===== src/rtl/md5_view_ctrl.sv =====
// md5_view_ctrl: sequences the 16-position digest window after each hash
// and arbitrates debounced buttons against an auto-scroll timer.
module md5_view_ctrl #(
    parameter int DEB_CYCLES = 250000,
    parameter int SCROLL_DIV = 50000000,
    parameter int NPOS       = 16
) (
    input  logic       clk,
    input  logic       rst,
    input  logic       btn_left,
    input  logic       btn_right,
    input  logic       btn_capture,
    input  logic       auto_en,
    input  logic       hash_start,
    input  logic       digest_valid,
    output logic       start,
    output logic       capture,
    output logic       left_shift,
    output logic       right_shift,
    output logic       win_clr,
    output logic [3:0] pos
);
    localparam int DW = (DEB_CYCLES > 1) ? $clog2(DEB_CYCLES) : 1;
    localparam int SW = (SCROLL_DIV > 1) ? $clog2(SCROLL_DIV) : 1;
    localparam logic [3:0]    LAST    = 4'(NPOS - 1);
    localparam logic [DW-1:0] DEB_END = DW'(DEB_CYCLES - 1);
    localparam logic [SW-1:0] SCR_END = SW'(SCROLL_DIV - 1);

    typedef enum logic [1:0] {BROWSE, HASH, FILL, REWIND} state_t;
    state_t state;

    logic [2:0]    sync1, sync2, level, level_q;
    logic [DW-1:0] dcnt [3];
    logic [SW-1:0] scnt;
    logic [2:0]    ev;
    logic          any_ev, tick, at_last, at_first;

    // bit 0 = left, bit 1 = right, bit 2 = capture
    always_ff @(posedge clk or posedge rst) begin
        if (rst) begin
            sync1   <= '0;
            sync2   <= '0;
            level   <= '0;
            level_q <= '0;
            for (int i = 0; i < 3; i++) dcnt[i] <= '0;
        end else begin
            sync1   <= {btn_capture, btn_right, btn_left};
            sync2   <= sync1;
            level_q <= level;
            for (int i = 0; i < 3; i++) begin
                if (sync2[i] == level[i]) begin
                    dcnt[i] <= '0;
                end else if (dcnt[i] == DEB_END) begin
                    level[i] <= sync2[i];
                    dcnt[i]  <= '0;
                end else begin
                    dcnt[i] <= dcnt[i] + DW'(1);
                end
            end
        end
    end

    assign ev       = level & ~level_q;
    assign any_ev   = |ev;
    assign at_last  = (pos == LAST);
    assign at_first = (pos == 4'd0);
    assign tick     = (state == BROWSE) && auto_en && (scnt == SCR_END);

    always_ff @(posedge clk or posedge rst) begin
        if (rst) begin
            scnt <= '0;
        end else if (state == BROWSE && auto_en) begin
            scnt <= (scnt == SCR_END) ? '0 : scnt + SW'(1);
        end else begin
            scnt <= '0;
        end
    end

    always_ff @(posedge clk or posedge rst) begin
        if (rst) begin
            state       <= BROWSE;
            start       <= 1'b0;
            capture     <= 1'b0;
            left_shift  <= 1'b0;
            right_shift <= 1'b0;
            win_clr     <= 1'b0;
            pos         <= 4'd0;
        end else begin
            capture     <= 1'b0;
            left_shift  <= 1'b0;
            right_shift <= 1'b0;
            win_clr     <= 1'b0;
            if (hash_start) begin
                state   <= HASH;
                start   <= 1'b1;
                win_clr <= 1'b1;
                pos     <= 4'd0;
            end else begin
                unique case (state)
                    HASH: begin
                        if (digest_valid) begin
                            state <= FILL;
                            start <= 1'b0;
                        end
                    end
                    FILL: begin
                        capture <= 1'b1;
                        if (!at_last) begin
                            left_shift <= 1'b1;
                            pos        <= pos + 4'd1;
                        end else begin
                            state <= REWIND;
                        end
                    end
                    REWIND: begin
                        if (!at_first) begin
                            right_shift <= 1'b1;
                            pos         <= pos - 4'd1;
                        end else begin
                            state <= BROWSE;
                        end
                    end
                    BROWSE: begin
                        capture <= ev[2];
                        // simultaneous left+right cancels; ticks yield to buttons
                        if (ev[0] && !ev[1] && !at_last) begin
                            left_shift <= 1'b1;
                            pos        <= pos + 4'd1;
                        end else if (ev[1] && !ev[0] && !at_first) begin
                            right_shift <= 1'b1;
                            pos         <= pos - 4'd1;
                        end else if (tick && !any_ev) begin
                            if (!at_last) begin
                                left_shift <= 1'b1;
                                pos        <= pos + 4'd1;
                            end else begin
                                state <= REWIND;
                            end
                        end
                    end
                endcase
            end
        end
    end
endmodule


===== config.mk =====
export PLATFORM = sky130hd
export DESIGN_NAME = md5_view_ctrl
export DESIGN_NICKNAME = d
export VERILOG_FILES = /design/src/rtl/md5_view_ctrl.sv
export SDC_FILE = /design/constraint.sdc
export NUM_CORES = 1
export LEC_CHECK = 0
export CORE_ASPECT_RATIO = 1.5
export CORE_MARGIN = 2
export CORE_UTILIZATION = 40
export CTS_CLUSTER_DIAMETER = 30
export DETAILED_ROUTE_END_ITERATION = 6
export PLACE_DENSITY_LB_ADDON = 0.12
export SLEW_MARGIN = 20
export SYNTH_ARGS = -nofsm -noshare
export SYNTH_HDL_FRONTEND = slang
export SYNTH_SLANG_ARGS = --single-unit

===== constraint.sdc =====
create_clock -name clk -period 3.8 [get_ports clk]
set_input_delay 0.57 -clock clk [delete_from_list [all_inputs] [get_ports clk]]
set_output_delay 0.57 -clock clk [all_outputs]
set_load 0.01 [all_outputs]

==> results_dict.tcl, run 1 <==
set metrics [dict create \
    slew_viol_final 0 \
    core_sq_mm 0.0129 \
    total_leakage_power_nw 2.41 \
    synth_edf_count 0 \
    cts_tree "yes" \
    maxCapViolCount 0 \
    cts_buffer_depth 2 \
    fin_crit_ns 2.36 \
    drc 0 \
    grt_pass1_vias 3838 \
    fmax_mhz 424 \
    wl_per_cell_microns 14.8 \
    hold_violations 0 \
    relSlewSlack 0.474 \
    port_buffers 16 \
    postCtsHoldBufs 0 \
    ff_latch_area_sq_mm 0.00258 \
    vias_per_cell 5.34 \
    dr.pass1.iters 4 \
    ant_nets 0 \
    ys_seq_area_frac 0.491 \
    layout-drive-gt1-share 0.0614 \
    chipWidth_microns 97.5 \
    finalWeightedCongestion 0.914 \
    rsz0062_at_grt "no" \
    worst-setup-path-type "reg -> reg" \
    root_buffer "clkbuf_16" \
    drt-initial-drc-count 185 \
    skew_ns 0.00923 \
    grt_usage 0.157 \
    dieHeight_microns 144 \
    reg2reg_slack_ns 1.44 \
    synth_most_common_cell "nor2_1" \
    synth_area_leaders "dfrtp_1 (49%), nor2_1 (7.7%), xor2_1 (7.2%)" \
    setup_viol 0 \
    end_kind "register" \
    cts_buffers 9 \
    cts_resized 0 \
    dieArea_sq_mm 0.0141 \
    synth_top_area_share 0.491 \
    hpwl_microns 7160 \
    overflow 0 \
    worst_slew_pin_slew_ns 0.788 \
    multiInputGateArea_sq_mm 0.00254 \
    netlist_instances 538 \
    fin_tns_setup_ns 0 \
    setup_slack_ns 1.44 \
    clock_latency_ns 0.34 \
    dp_slack_ns 1.43 \
    io_pins 17 \
    synth_area_sq_mm 0.00525 \
    arrival_ns 2.58 \
    grt_max_degree 91 \
    status "completed" \
    yosys-top-cells-count "nor2_1 (107), dfrtp_1 (103), xor2_1 (43)" \
    clock_sinks 103 \
    min-delay-path-class "reg -> reg" \
    synth_top_area_cell "dfrtp_1" \
    avgSynthCellArea_sq_um 9.76 \
    clkSlewWorstSetupHoldPaths_ns 0.06 \
    min_period_over_period 0.621 \
    post-cts-setup-buffers 0 \
    grt_pass1_wl_microns 18000 \
    postSynthNetCount 557 \
    syn_to_final_growth_pct 11.2 \
    max-vdd-ir-drop_mv 0.230 \
    synthDistinctLibCells 57 \
    yosysWarnings 0 \
    fin_nets 569 \
    ys.flop_type "dfrtp_1" \
    antenna_found_initial 0 \
    start_kind "register" \
    pwr_density_cell_mw_per_mm2 452 \
    dr_total_vias 3807 \
    antenna_cells 0 \
    async_reset_ff_frac 1.00 \
    rows 51 \
    ys_seq_elements 103 \
    crit_required_ns 4.02 \
    drt-total-wl_microns 10500 \
    start_util 0.407 \
    path_max_fanout 13 \
    h-tree-depth 3 \
    fill_cells 1240 \
]
power by group:
part	internal, mW	total, mW	switching [mW]
Sequential	1.14	1.20	0.0581
Combinational	0.225	0.550	0.325
Clock	0.495	0.894	0.398
Total	1.86	2.64	0.781
final cells by class:
class	count	area share
timing repair buffer	17	0.0287
sequential	103	0.442
clock inverter	2	0.00257
tap	159	0.0341
inverter	16	0.0111
clock buffer	13	0.0463
multi-input combinational	403	0.435
cell usage in the layout, fill, tap and decap left out, drive strengths merged, types with 2 or more instances in the layout:
cell / netlist / final
nor3: 16 / 16
clkbuf: 5 / 13
and2: 4 / 4
nor4: 14 / 14
nand3: 37 / 37
inv: 16 / 16
and4: 6 / 6
clkdlybuf4s50: 0 / 16
xor2: 43 / 43
xnor2: 33 / 33
nand2b: 5 / 5
nor2: 108 / 108
nand3b: 2 / 2
mux2: 4 / 4
nand4: 24 / 24
dfrtp: 103 / 103
o21ai: 7 / 7
nand2: 32 / 32
a21oi: 6 / 6
ha: 11 / 11
a221oi: 2 / 2
clkinvlp: 0 / 2
a211oi: 2 / 2
nor2b: 4 / 4
and3: 8 / 8
or2: 2 / 2
o211a: 2 / 2
nor4b: 4 / 4
or4b: 2 / 2
a31oi: 3 / 3
o22ai: 4 / 4
critical path, cell delays in order (launching register included):
cell	delay, ns
dfrtp_1	0.40
inv_1	0.13
ha_1	0.45
nand2_1	0.20
nor4_4	0.21
nand4_1	0.17
a221oi_2	0.33
mux2_1	0.35
worst paths after layout:
kind	start	end	cells after the start
max in group asynchronous	rst	dcnt[38]	3
worst min-delay path	sync1[1]	sync2[1]	0
worst max register to register	state[1]	state[1]	7
min in group asynchronous	rst	dcnt[22]	2
worst min register to register	sync1[1]	sync2[1]	0
worst max-delay path	state[1]	state[1]	7
flip-flops by register name (all words and copies together), names as in the netlist:
| name | count |
|---|---|
| start | 1 |
| win_clr | 1 |
| sync1 | 3 |
| right_shift | 1 |
| scnt | 26 |
| sync2 | 3 |
| dcnt | 54 |
| state | 2 |
| capture | 1 |
| level | 3 |
| pos | 4 |
| level_q | 3 |
| left_shift | 1 |
per-layer routing:
layer / global-route usage / vias to the layer above / share of wire
met5: 0 / - / 0
met4: 0.0709 / 0 / 0.025
met3: 0.0271 / 17 / 0.025
met2: 0.280 / 65 / 0.51
met1: 0.186 / 1857 / 0.44
li1: - / 1868 / -
through the flow:
stage	instance area, sq um	total power, mW	cells	util	hold slack [ns]
final	5840	2.64	713	0.453	0.354
after global routing	5840	2.78	713	0.453	0.367
after CTS	5830	2.66	713	0.453	0.357
after detailed placement	5550	1.76	698	0.430	0.342
after global placement	5550	1.76	698	0.430	0.337
after floorplan	5250	1.61	538	-	0.331
logic make-up after synthesis:
group           after synthesis  synth area share
compound gates               36            0.0505
xor+xnor                     76             0.127
fa+ha+maj                    11            0.0262
buf+inv                      32            0.0250
flops                       103             0.491
mux                           5            0.0105
simple gates                275             0.270
No activity file was read; power rests on OpenSTA's default activity.
==> run 2, diff against run 1 <==
==> constraint.sdc (replaced) <==
create_clock -name clk -period 2.2 [get_ports clk]
set_input_delay 0.33 -clock clk [delete_from_list [all_inputs] [get_ports clk]]
set_output_delay 0.33 -clock clk [all_outputs]
set_load 0.01 [all_outputs]
==> run 2 against run 1 <==
Via count is 1.4% higher. Count of clock-buffer cells in the layout is 2 lower. Clock skew is 0.0032 ns lower. Critical path type unchanged.
==> results_dict.tcl, run 2 (synthesis gave the netlist of run 1 again) <==
set metrics [dict create \
    status "completed" \
    port_buffers 16 \
    grtUsageMet2 0.271 \
    clkSlewWorstSetupHoldPaths_ns 0.06 \
    crit_required_ns 2.42 \
    io_pins 17 \
    reg.largest.list "dcnt: 54 flops, scnt: 26 flops, pos: 4 flops" \
    layout-drive-gt1-share 0.0928 \
    cts_tree "yes" \
    crit_slowest_cell "dfrtp_1" \
    syn_to_final_growth_pct 14.8 \
    clock_sinks 103 \
    h-tree-depth 3 \
    setup_viol 0 \
    max-vdd-ir-drop_mv 0.346 \
    cp_top_family "simple AND/OR/NAND/NOR gates" \
    path_cells "nor2b_1 > nor4_4 > nand4_1 > a221oi_2 > mux2_1" \
    fin_crit_ns 2.06 \
    critPathMaxStageDelay_ns 0.42 \
    final_cell_mix "nor2_1 (106), dfrtp_1 (103), xor2_1 (43), nand3_1 (37), xnor2_1 (33)" \
    cts_buffers 9 \
    arrival_ns 2.27 \
    dieArea_sq_mm 0.0141 \
    fin_nets 585 \
    maxCapViolCount 0 \
    rsz0062_at_grt "no" \
    skew_ns 0.00603 \
    dr.pass1.iters 4 \
    finalWeightedCongestion 0.855 \
    overflow 0 \
    min-delay-path-class "reg -> reg" \
    final_common_cell "nor2_1" \
    drt-total-wl_microns 10500 \
    global_route.usage.met3 0.0232 \
    antenna_found_initial 0 \
    busiest_layer "met2" \
    power_mw 4.79 \
    wl_per_cell_microns 14.3 \
    relSlewSlack 0.573 \
    cts_buffer_depth 2 \
    grt_max_degree 104 \
    grt_use_met1 0.196 \
    grt_usage 0.158 \
    antenna_cells 0 \
    rows 51 \
    grt_pass1_wl_microns 18400 \
    ff_latch_area_sq_mm 0.00258 \
    pwr_density_cell_mw_per_mm2 795 \
    drc 0 \
    hpwl_microns 7260 \
    dr_total_vias 3862 \
    core_sq_mm 0.0129 \
    fmax_mhz 486 \
    slew_viol_final 0 \
    chipWidth_microns 97.5 \
    dpl.cell_count 713 \
    path_max_fanout 7 \
    vias_per_cell 5.29 \
    fin_cells 730 \
    root_buffer "clkbuf_16" \
    fill_cells 1237 \
    end_kind "register" \
    drt-initial-drc-count 178 \
    largest_reg_flops 54 \
    clock_latency_ns 0.34 \
    ant_nets 0 \
    start_kind "register" \
    fin_tns_setup_ns 0 \
    total_leakage_power_nw 2.52 \
    min_period_over_period 0.936 \
    start_util 0.407 \
    worst-setup-path-type "reg -> reg" \
    hold_violations 0 \
    grt_pass1_vias 3992 \
    multiInputGateArea_sq_mm 0.00256 \
    critical_path_buf_inv_count 0 \
    largest_register "dcnt" \
    dieHeight_microns 144 \
    worst_slew_pin_slew_ns 0.639 \
]
## run 2: power by group
| part | switching (mW) | total, mW | internal (mW) | leakage, nW |
|---|---|---|---|---|
| Sequential | 0.0920 | 2.06 | 1.96 | 1.40 |
| Combinational | 0.587 | 1.06 | 0.470 | 0.966 |
| Clock | 0.680 | 1.68 | 1.00 | 0.150 |
| Total | 1.36 | 4.79 | 3.43 | 2.52 |
## run 2: metal layers
layer  share of wire  vias up
li1                -     1911
met3           0.019       23
met2            0.50       48
met1            0.45     1880
met5               0        -
met4           0.035        0
## run 2: final timing paths
check,startpoint,endpoint,slack (ns),cells after the start
worst min-delay path,sync1[2],sync2[2],0.35,0
max in group asynchronous,rst,left_shift,1.31,3
worst max register to register,level[1],state[1],0.14,5
worst max-delay path,level[1],state[1],0.14,5
worst min register to register,sync1[2],sync2[2],0.35,0
min in group asynchronous,rst,dcnt[28],0.51,3
## run 2: through the flow
step	util	hold slack (ns)	worst slack [ns]	cell area [sq um]
6_report	0.468	0.350	0.142	6030
4_1_cts	0.466	0.353	0.128	6000
3_5_place_dp	0.441	0.338	0.0834	5690
3_3_place_gp	0.441	0.336	0.162	5690
2_1_floorplan	-	0.331	0.290	5250
5_1_grt	0.468	0.356	0.0175	6030
## run 2: cell type report
type | instances | share of cell area
flip-flops and latches | 103 | 0.428
clock buffers | 11 | 0.0386
repair buffers | 33 | 0.0519
well taps | 159 | 0.0330
inverters | 16 | 0.0106
multi-input cells | 403 | 0.425
clock inverters | 5 | 0.0135
## run 2: timing repair
action / 4_1_cts / 5_1_grt
hold buffers: 0 / 0
endpoints found under the setup margin: 0 / 5
resized for setup: 0 / 4
buffers inserted: 0 / 1
